File: config.mk
export PLATFORM = sky130hd
export DESIGN_NAME = fx2_tx_writer
export DESIGN_NICKNAME = d
export VERILOG_FILES = /design/src/rtl/fx2_tx_writer.sv
export SDC_FILE = /design/constraint.sdc
export NUM_CORES = 1
export LEC_CHECK = 0
export ABC_AREA = 1
export CORE_ASPECT_RATIO = 0.75
export CORE_UTILIZATION = 52
export DETAILED_ROUTE_END_ITERATION = 6
export PLACE_DENSITY = 0.8
export SKIP_LAST_GASP = 1
export SYNTH_ARGS = -nofsm -noshare
export SYNTH_HDL_FRONTEND = slang
export SYNTH_SLANG_ARGS = --single-unit
File: constraint.sdc
create_clock -name clk -period 2.55 [get_ports clk]
set_clock_uncertainty 0.15 [all_clocks]
set_input_delay 0.51 -clock clk [delete_from_list [all_inputs] [get_ports clk]]
set_output_delay 0.51 -clock clk [all_outputs]
set_load 0.01 [all_outputs]
File: src/rtl/fx2_tx_writer.sv
// FX2LP slave-FIFO transmit engine: stream words into the EP6 IN FIFO.
// Owns SLWR/PKTEND/FIFOADDR and the FD drive enable while granted.
`timescale 1ns/1ps
module fx2_tx_writer #(
  parameter logic [1:0] FIFOADDR = 2'b10,
  parameter int PKT_WORDS = 256,
  parameter int TIMEOUT_CYCLES = 1024,
  parameter int CNT_W = 24
) (
  input  logic             clk,
  input  logic             reset_n,
  input  logic [15:0]      s_data,
  input  logic             s_valid,
  input  logic             s_last,
  output logic             s_ready,
  output logic             bus_req,
  input  logic             bus_gnt,
  input  logic             fx2_full_n,
  output logic             fx2_slwr_n,
  output logic             fx2_pktend_n,
  output logic [1:0]       fx2_fifoaddr,
  output logic [15:0]      fx2_fd_out,
  output logic             fx2_fd_oe,
  output logic [CNT_W-1:0] tx_count
);

  localparam int PW = $clog2(PKT_WORDS);
  localparam int TW = $clog2(TIMEOUT_CYCLES + 1);

  typedef enum logic [2:0] {
    IDLE, REQ, SETUP, WRITE, PKTEND, RELEASE
  } state_t;

  state_t        state;
  logic [PW-1:0] pkt_cnt;
  logic [PW-1:0] cnt_inc;
  logic [TW-1:0] tmo;
  logic          acc;
  logic          lost;

  assign s_ready = (state == WRITE) && fx2_full_n && bus_gnt;
  assign acc     = s_valid && s_ready;
  assign lost    = !bus_gnt &&
                   (state inside {SETUP, WRITE, PKTEND, RELEASE});
  assign cnt_inc = (pkt_cnt == PW'(PKT_WORDS - 1)) ? '0
                 : pkt_cnt + 1'b1;

  always_ff @(posedge clk or negedge reset_n) begin
    if (!reset_n) begin
      state        <= IDLE;
      bus_req      <= 1'b0;
      fx2_fd_oe    <= 1'b0;
      fx2_slwr_n   <= 1'b1;
      fx2_pktend_n <= 1'b1;
      fx2_fifoaddr <= FIFOADDR;
      fx2_fd_out   <= '0;
      tx_count     <= '0;
      pkt_cnt      <= '0;
      tmo          <= '0;
    end else begin
      fx2_fifoaddr <= FIFOADDR;
      fx2_slwr_n   <= 1'b1;
      fx2_pktend_n <= 1'b1;
      if (acc) begin
        fx2_slwr_n <= 1'b0;
        fx2_fd_out <= s_data;
        tx_count   <= tx_count + 1'b1;
      end
      if (lost) begin
        state     <= REQ;
        bus_req   <= 1'b1;
        fx2_fd_oe <= 1'b0;
      end else begin
        unique case (state)
          IDLE: begin
            if (s_valid) begin
              state   <= REQ;
              bus_req <= 1'b1;
            end
          end
          REQ: begin
            if (bus_gnt) begin
              state     <= SETUP;
              fx2_fd_oe <= 1'b1;
            end
          end
          SETUP: state <= WRITE;
          WRITE: begin
            if (acc) begin
              tmo     <= '0;
              pkt_cnt <= cnt_inc;
              if (s_last)
                state <= (cnt_inc == '0) ? RELEASE : PKTEND;
            end else if (!s_valid) begin
              if (pkt_cnt == '0) begin
                state     <= RELEASE;
                bus_req   <= 1'b0;
                fx2_fd_oe <= 1'b0;
              end else if (tmo == TW'(TIMEOUT_CYCLES - 1)) begin
                // no strobe pending, so the flush can go out at once
                state        <= PKTEND;
                fx2_pktend_n <= 1'b0;
                pkt_cnt      <= '0;
                tmo          <= '0;
              end else begin
                tmo <= tmo + 1'b1;
              end
            end
          end
          PKTEND: begin
            // first cycle may still carry the final strobe
            if (fx2_pktend_n) begin
              fx2_pktend_n <= 1'b0;
              pkt_cnt      <= '0;
            end else begin
              state     <= RELEASE;
              bus_req   <= 1'b0;
              fx2_fd_oe <= 1'b0;
            end
          end
          RELEASE: begin
            state     <= IDLE;
            bus_req   <= 1'b0;
            fx2_fd_oe <= 1'b0;
          end
          default: state <= IDLE;
        endcase
      end
    end
  end

endmodule

; ---- After elaboration in Yosys (flattened, before gate mapping)
; Cells that the tools add are included.
[totals]
regBits = 66
in_bits = 22
output_inout_bits = 47
wordCells = 92
[classes]
add_sub_neg = 3
eq_ne = 22
muxes = 40
bitwise_logic = 1
n_reduce_logical = 17
[ops]
columns = operator, n
row1 = 8-bit two-way mux, 6
row2 = 11-bit two-way mux, 4
row3 = 3-bit two-way mux, 9
row4 = 24-bit by 1-bit adder with 24-bit output (second input constant), 1
row5 = 6-bit AND reduction, 4
row6 = 3-bit != test (second input constant), 7
row7 = 8-bit logical NOT, 2
row8 = 1-bit two-way mux, 16
row9 = 8-bit one-hot mux with 2 select lines, 1
row10 = 3-bit one-hot mux with 5 select lines, 1
row11 = 11-bit by 1-bit adder with 11-bit output (second input constant), 1
row12 = 11-bit by 10-bit equality test with 1-bit output (second input constant), 1
row13 = 5-bit nonzero test, 2
row14 = 8-bit by 1-bit adder with 8-bit output (second input constant), 1
row15 = 8-bit equality test (second input constant), 1
row16 = 4-bit != test (second input constant), 2
row17 = 1-bit one-hot mux with 4 select lines, 2
row18 = 3-bit by 2-bit equality test with 1-bit output (second input constant), 2
row19 = 3-bit equality test (second input constant), 2
row20 = 3-bit by 2-bit != test with 1-bit output (second input constant), 2
row21 = 5-bit by 3-bit != test with 1-bit output (second input constant), 1
row22 = 1-bit logical AND, 4
row23 = 2-bit != test (second input constant), 2
row24 = 4-bit AND reduction, 1
row25 = 8 further kinds, 8

; ---- Longest topological paths before layout
[logic_depth]
ltp_word = 8
ltp_mapped = 14
ltp_nobuf = 14

; ---- Least setup slack after synthesis
; No wires, ideal clock.
[synth_path]
path_kind = flip-flop to flip-flop
start = register state[2]
end = register tmo[6]
setup_ns = 0.123
t_arrival_ns = 1.510
required_time_ns = 2.277
path_slack_ns = 0.767
stages_incl_launch_ff = 9
path_buffers = 0
synth_period_minus_slack_ns = 1.783
cell_sequence = dfrtp_1 > inv_1 > nand3_1 > nor2_4 > o21ai_2 > o21ai_4 > nand4_1 > o21ai_0 > a21oi_1
[synth_via]
elab_chain_len = 6
elab_cells_between_ends = 14
cone_classes = eq/ne (6) / mux (1) / bitwise (1) / reduce/logical (6)
[synth_lines]
columns = element, line
row1 = from (decl), 34  ; state_t state;
row2 = from (signal assigned), 93  ; state <= (cnt_inc == '0) ? RELEASE : PKTEND;
row3 = 3-bit by 2-bit equality test with 1-bit output, "41, 44, 74"
row4 = 1-bit logical AND (2 in a row), 41  ; assign s_ready = (state == WRITE) && fx2_full_n && bus_gnt;
row5 = 1-bit logical AND, 42  ; assign acc = s_valid && s_ready;
row6 = 2-bit != test (no source line) / 2-bit by 1-bit != test with 1-bit output (equally long branches), -
row7 = 4-bit AND reduction (no source line), -
row8 = to (signal assigned), 106  ; tmo <= tmo + 1'b1;
row9 = to (decl), 37  ; logic [TW-1:0] tmo;
; Several ways; a longest one is shown, not always the timed one.
; A chain may end at the register's enable or synchronous reset.

; ---- Worst setup path in the final report
[layout_path]
start = input port bus_gnt
end = register tmo[5]
[layout_via]
elab_chain_len = 4
elab_cells_between_ends = 9
cone_classes = eq/ne (2) / mux (1) / bitwise (1) / reduce/logical (5)
[layout_lines]
columns = element, line
row1 = from (decl), 17  ; input logic bus_gnt,
row2 = 1-bit logical AND / 1-bit logical NOT (equally long branches), "41, 43"
row3 = 1-bit logical AND (on tied branches), "42, 43"
row4 = 2-bit != test (no source line) (tied with other cells), -
row5 = 4-bit AND reduction (no source line), -
; Several ways; a longest one is shown, not always the timed one.

==> results.sh <==
export IMPL_critPathKind="in2reg"
export IMPL_hold_class="in2async"
export IMPL_hold_buffers=0
export IMPL_vias_per_cell=5.146
export IMPL_arrival_ns=2.32
export IMPL_clock_latency_ns=0.35
export IMPL_cp_startpoint="bus_gnt"
export IMPL_cts_tree="done"
export IMPL_dr_pass1_iters=7
export IMPL_synth_edf_count=0
export IMPL_cts_buffer_depth=2
export IMPL_grt_pass1_wl_um=13350
export IMPL_grt_max_degree=67
export IMPL_cts_sinks=66
export IMPL_drc_errors=2
export IMPL_routed_wl_um=7988
export IMPL_r2r_start="state[1]"
export IMPL_grt_pass1_vias=2859
export IMPL_drive_gt1_share_pct=10.00
export IMPL_path_max_fanout=40
export IMPL_fin_ws_ns=0.3067
export IMPL_core_um2=6475
export IMPL_syn_cell_area_um2=3578
export IMPL_vias=3093
export IMPL_rsz0062_at_grt="no"
export IMPL_syn2layout_area_growth_pct=26.54
export IMPL_cts_buffers=9
export IMPL_cts_root_buf="clkbuf_8"
export IMPL_drt_iter0_markers=214
export IMPL_yosysUniqueCellTypes=36
export IMPL_postSynthAreaPerCell_um2=8.078
export IMPL_antennaDiodeCount=0
export IMPL_placedCellCount=585
export IMPL_crit_path_end_kind="flop"
export IMPL_critPathLaunchType="input port"
export IMPL_peakVddDrop_mv=0.4664
export IMPL_dieArea_um2=7221
export IMPL_timing_final_crit_period_ns=2.243
export IMPL_fin_cells=601
export IMPL_gp_congestion=0.9099
export IMPL_htree_levels=3
export IMPL_synth_ff_type="dfrtp_1"
export IMPL_dp_slack_ns=-0.01776
export IMPL_ys_ff_latch=66
export IMPL_crit_required_ns=2.63
export IMPL_chipHeight_um=73.84
export IMPL_num_io_pins=69
export IMPL_nets=542
export IMPL_max_freq_mhz=445.8
export IMPL_synthCells=443
export IMPL_yosysSeqAreaShare_pct=46.22
export IMPL_antenna_found_initial=0
export IMPL_grt_overflow_total=0
export IMPL_violations="design-rule violations"
export IMPL_io_buffers=66
export IMPL_track_usage_pct=23.86
export IMPL_wl_per_cell_um=13.29
export IMPL_yosysWarnings=0
export IMPL_start_util_pct=55.27
export IMPL_hpwlAfterDp_um=5770
export IMPL_fin_crit_sh_pct=87.97
export IMPL_cts_reportedPaths_clkPinSlew_ns=0.07
export IMPL_drtAntennaViolNets=0
export IMPL_leakage_uw=0.002172
export IMPL_syn_nets=470
export IMPL_num_rows=25
export IMPL_final_hold_violation_count=0
export IMPL_cts_resized=3
export IMPL_drv_cap=0
export IMPL_report_power_total_uw=3675
export IMPL_die_width_um=97.79
export IMPL_powerDensity_nw_per_um2=811.6
export IMPL_synthArstFlopShare_pct=100.0
export IMPL_cts_setup_buffers=0
export IMPL_finalSetupTns_ns=0
export IMPL_status="complete, but fails checks"
export IMPL_setup_violations=0
export IMPL_maxSlewViolCount=0
[critical path, cell delays in order]
cell	delay, ns
clkdlybuf4s50_1	0.44
buf_4	0.17
nand4_4	0.11
buf_4	0.38
inv_1	0.16
nor2_4	0.26
nor2_4	0.06
xnor2_1	0.16
a21oi_1	0.06
[power breakdown]
| group | switching [uW] | internal [uW] |
|---|---|---|
| Clock | 432 | 358 |
| Sequential | 246 | 1320 |
| Combinational | 693 | 629 |
| Total | 1370 | 2300 |
[metrics by stage]
stage          utilization, %  area, um^2  hold slack, ns
3_5_place_dp            66.94        4334          0.3162
2_1_floorplan               -        3578         0.06441
3_3_place_gp            66.94        4334          0.3101
4_1_cts                 69.89        4526         0.01572
6_report                69.93        4528        0.003969
5_1_grt                 69.93        4528         0.03175
[path summary, 6_finish.rpt]
check	to	slack, ns	cells past startpoint
setup / recovery	tmo[5]	0.31	9
hold / removal	fx2_fd_out[6]	0.004	2
setup reg to reg	tmo[5]	0.41	9
hold reg to reg	tx_count[23]	0.33	1
max in group asynchronous	fx2_pktend_n	1.91	2
min in group clk	tx_count[23]	0.33	1
[per-layer routing]
| layer | vias to the layer above | wire length, um | GRT usage (%) |
|---|---|---|---|
| met3 | 10 | 498 | 6.946 |
| met4 | 0 | 81 | 8.249 |
| li1 | 1553 | - | - |
| met1 | 1434 | 3946 | 34.23 |
| met2 | 96 | 3462 | 34.52 |
| met5 | - | 0 | 0 |
[cells in the final DEF, fill, tap and decap left out, drive strengths merged, types with 2 or more instances in the layout]
cell type | synthesis | routed
a21oi | 12 | 12
buf | 8 | 7
clkbuf | 3 | 9
clkdlybuf4s50 | 0 | 64
clkinv | 0 | 2
clkinvlp | 0 | 3
conb | 2 | 2
dfrtp | 64 | 64
dfstp | 2 | 2
ha | 5 | 5
inv | 54 | 56
nand2 | 137 | 137
nand3 | 37 | 37
nand4 | 8 | 8
nor2 | 37 | 37
nor3 | 16 | 16
nor3b | 2 | 2
nor4 | 2 | 2
o21ai | 24 | 24
o21bai | 2 | 2
xnor2 | 9 | 9
xor2 | 13 | 13
[Yosys cell counts, types with 5 or more instances]
| master | count | area [um^2] |
|---|---|---|
| nor2_1 | 26 | 97.59 |
| ha_1 | 5 | 62.56 |
| a21oi_1 | 12 | 60.06 |
| xnor2_1 | 9 | 78.83 |
| dfrtp_1 | 64 | 1602 |
| xor2_1 | 13 | 113.9 |
| inv_1 | 54 | 202.7 |
| buf_2 | 5 | 25.02 |
| nor2_4 | 11 | 123.9 |
| nor3_1 | 12 | 60.06 |
| nand2_1 | 134 | 503.0 |
| nand3_1 | 35 | 175.2 |
| o21ai_0 | 20 | 100.1 |
| nand4_1 | 7 | 43.79 |
[sequential cells by signal, indices dropped and copies added (netlist names)]
register      cells
bus_req           1
fx2_fd_out       16
state             3
tmo              11
pkt_cnt           8
fx2_slwr_n        1
fx2_fd_oe         1
tx_count         24
fx2_pktend_n      1
[cells by family after synthesis]
family | count (synthesis) | synth area share, %
AOI/OAI and AO/OA | 43 | 7.028
DFF | 66 | 46.22
xor gates and xnor gates | 22 | 5.385
and+or+nand+nor | 240 | 32.10
other | 2 | 0.2099
adders and majority gates | 5 | 1.748
buffers and inverters | 65 | 7.307
[final cells by class]
cell class,instances,area (um^2)
Fill cell,517,1947
Multi-Input combinational cell,312,1675
Sequential cell,66,1655
Timing Repair Buffer,72,715.7
Inverter,54,202.7
Clock buffer,9,123.9
Tap cell,81,101.3
Clock inverter,7,53.80
Note: power is estimated with default switching activity, not from simulation.
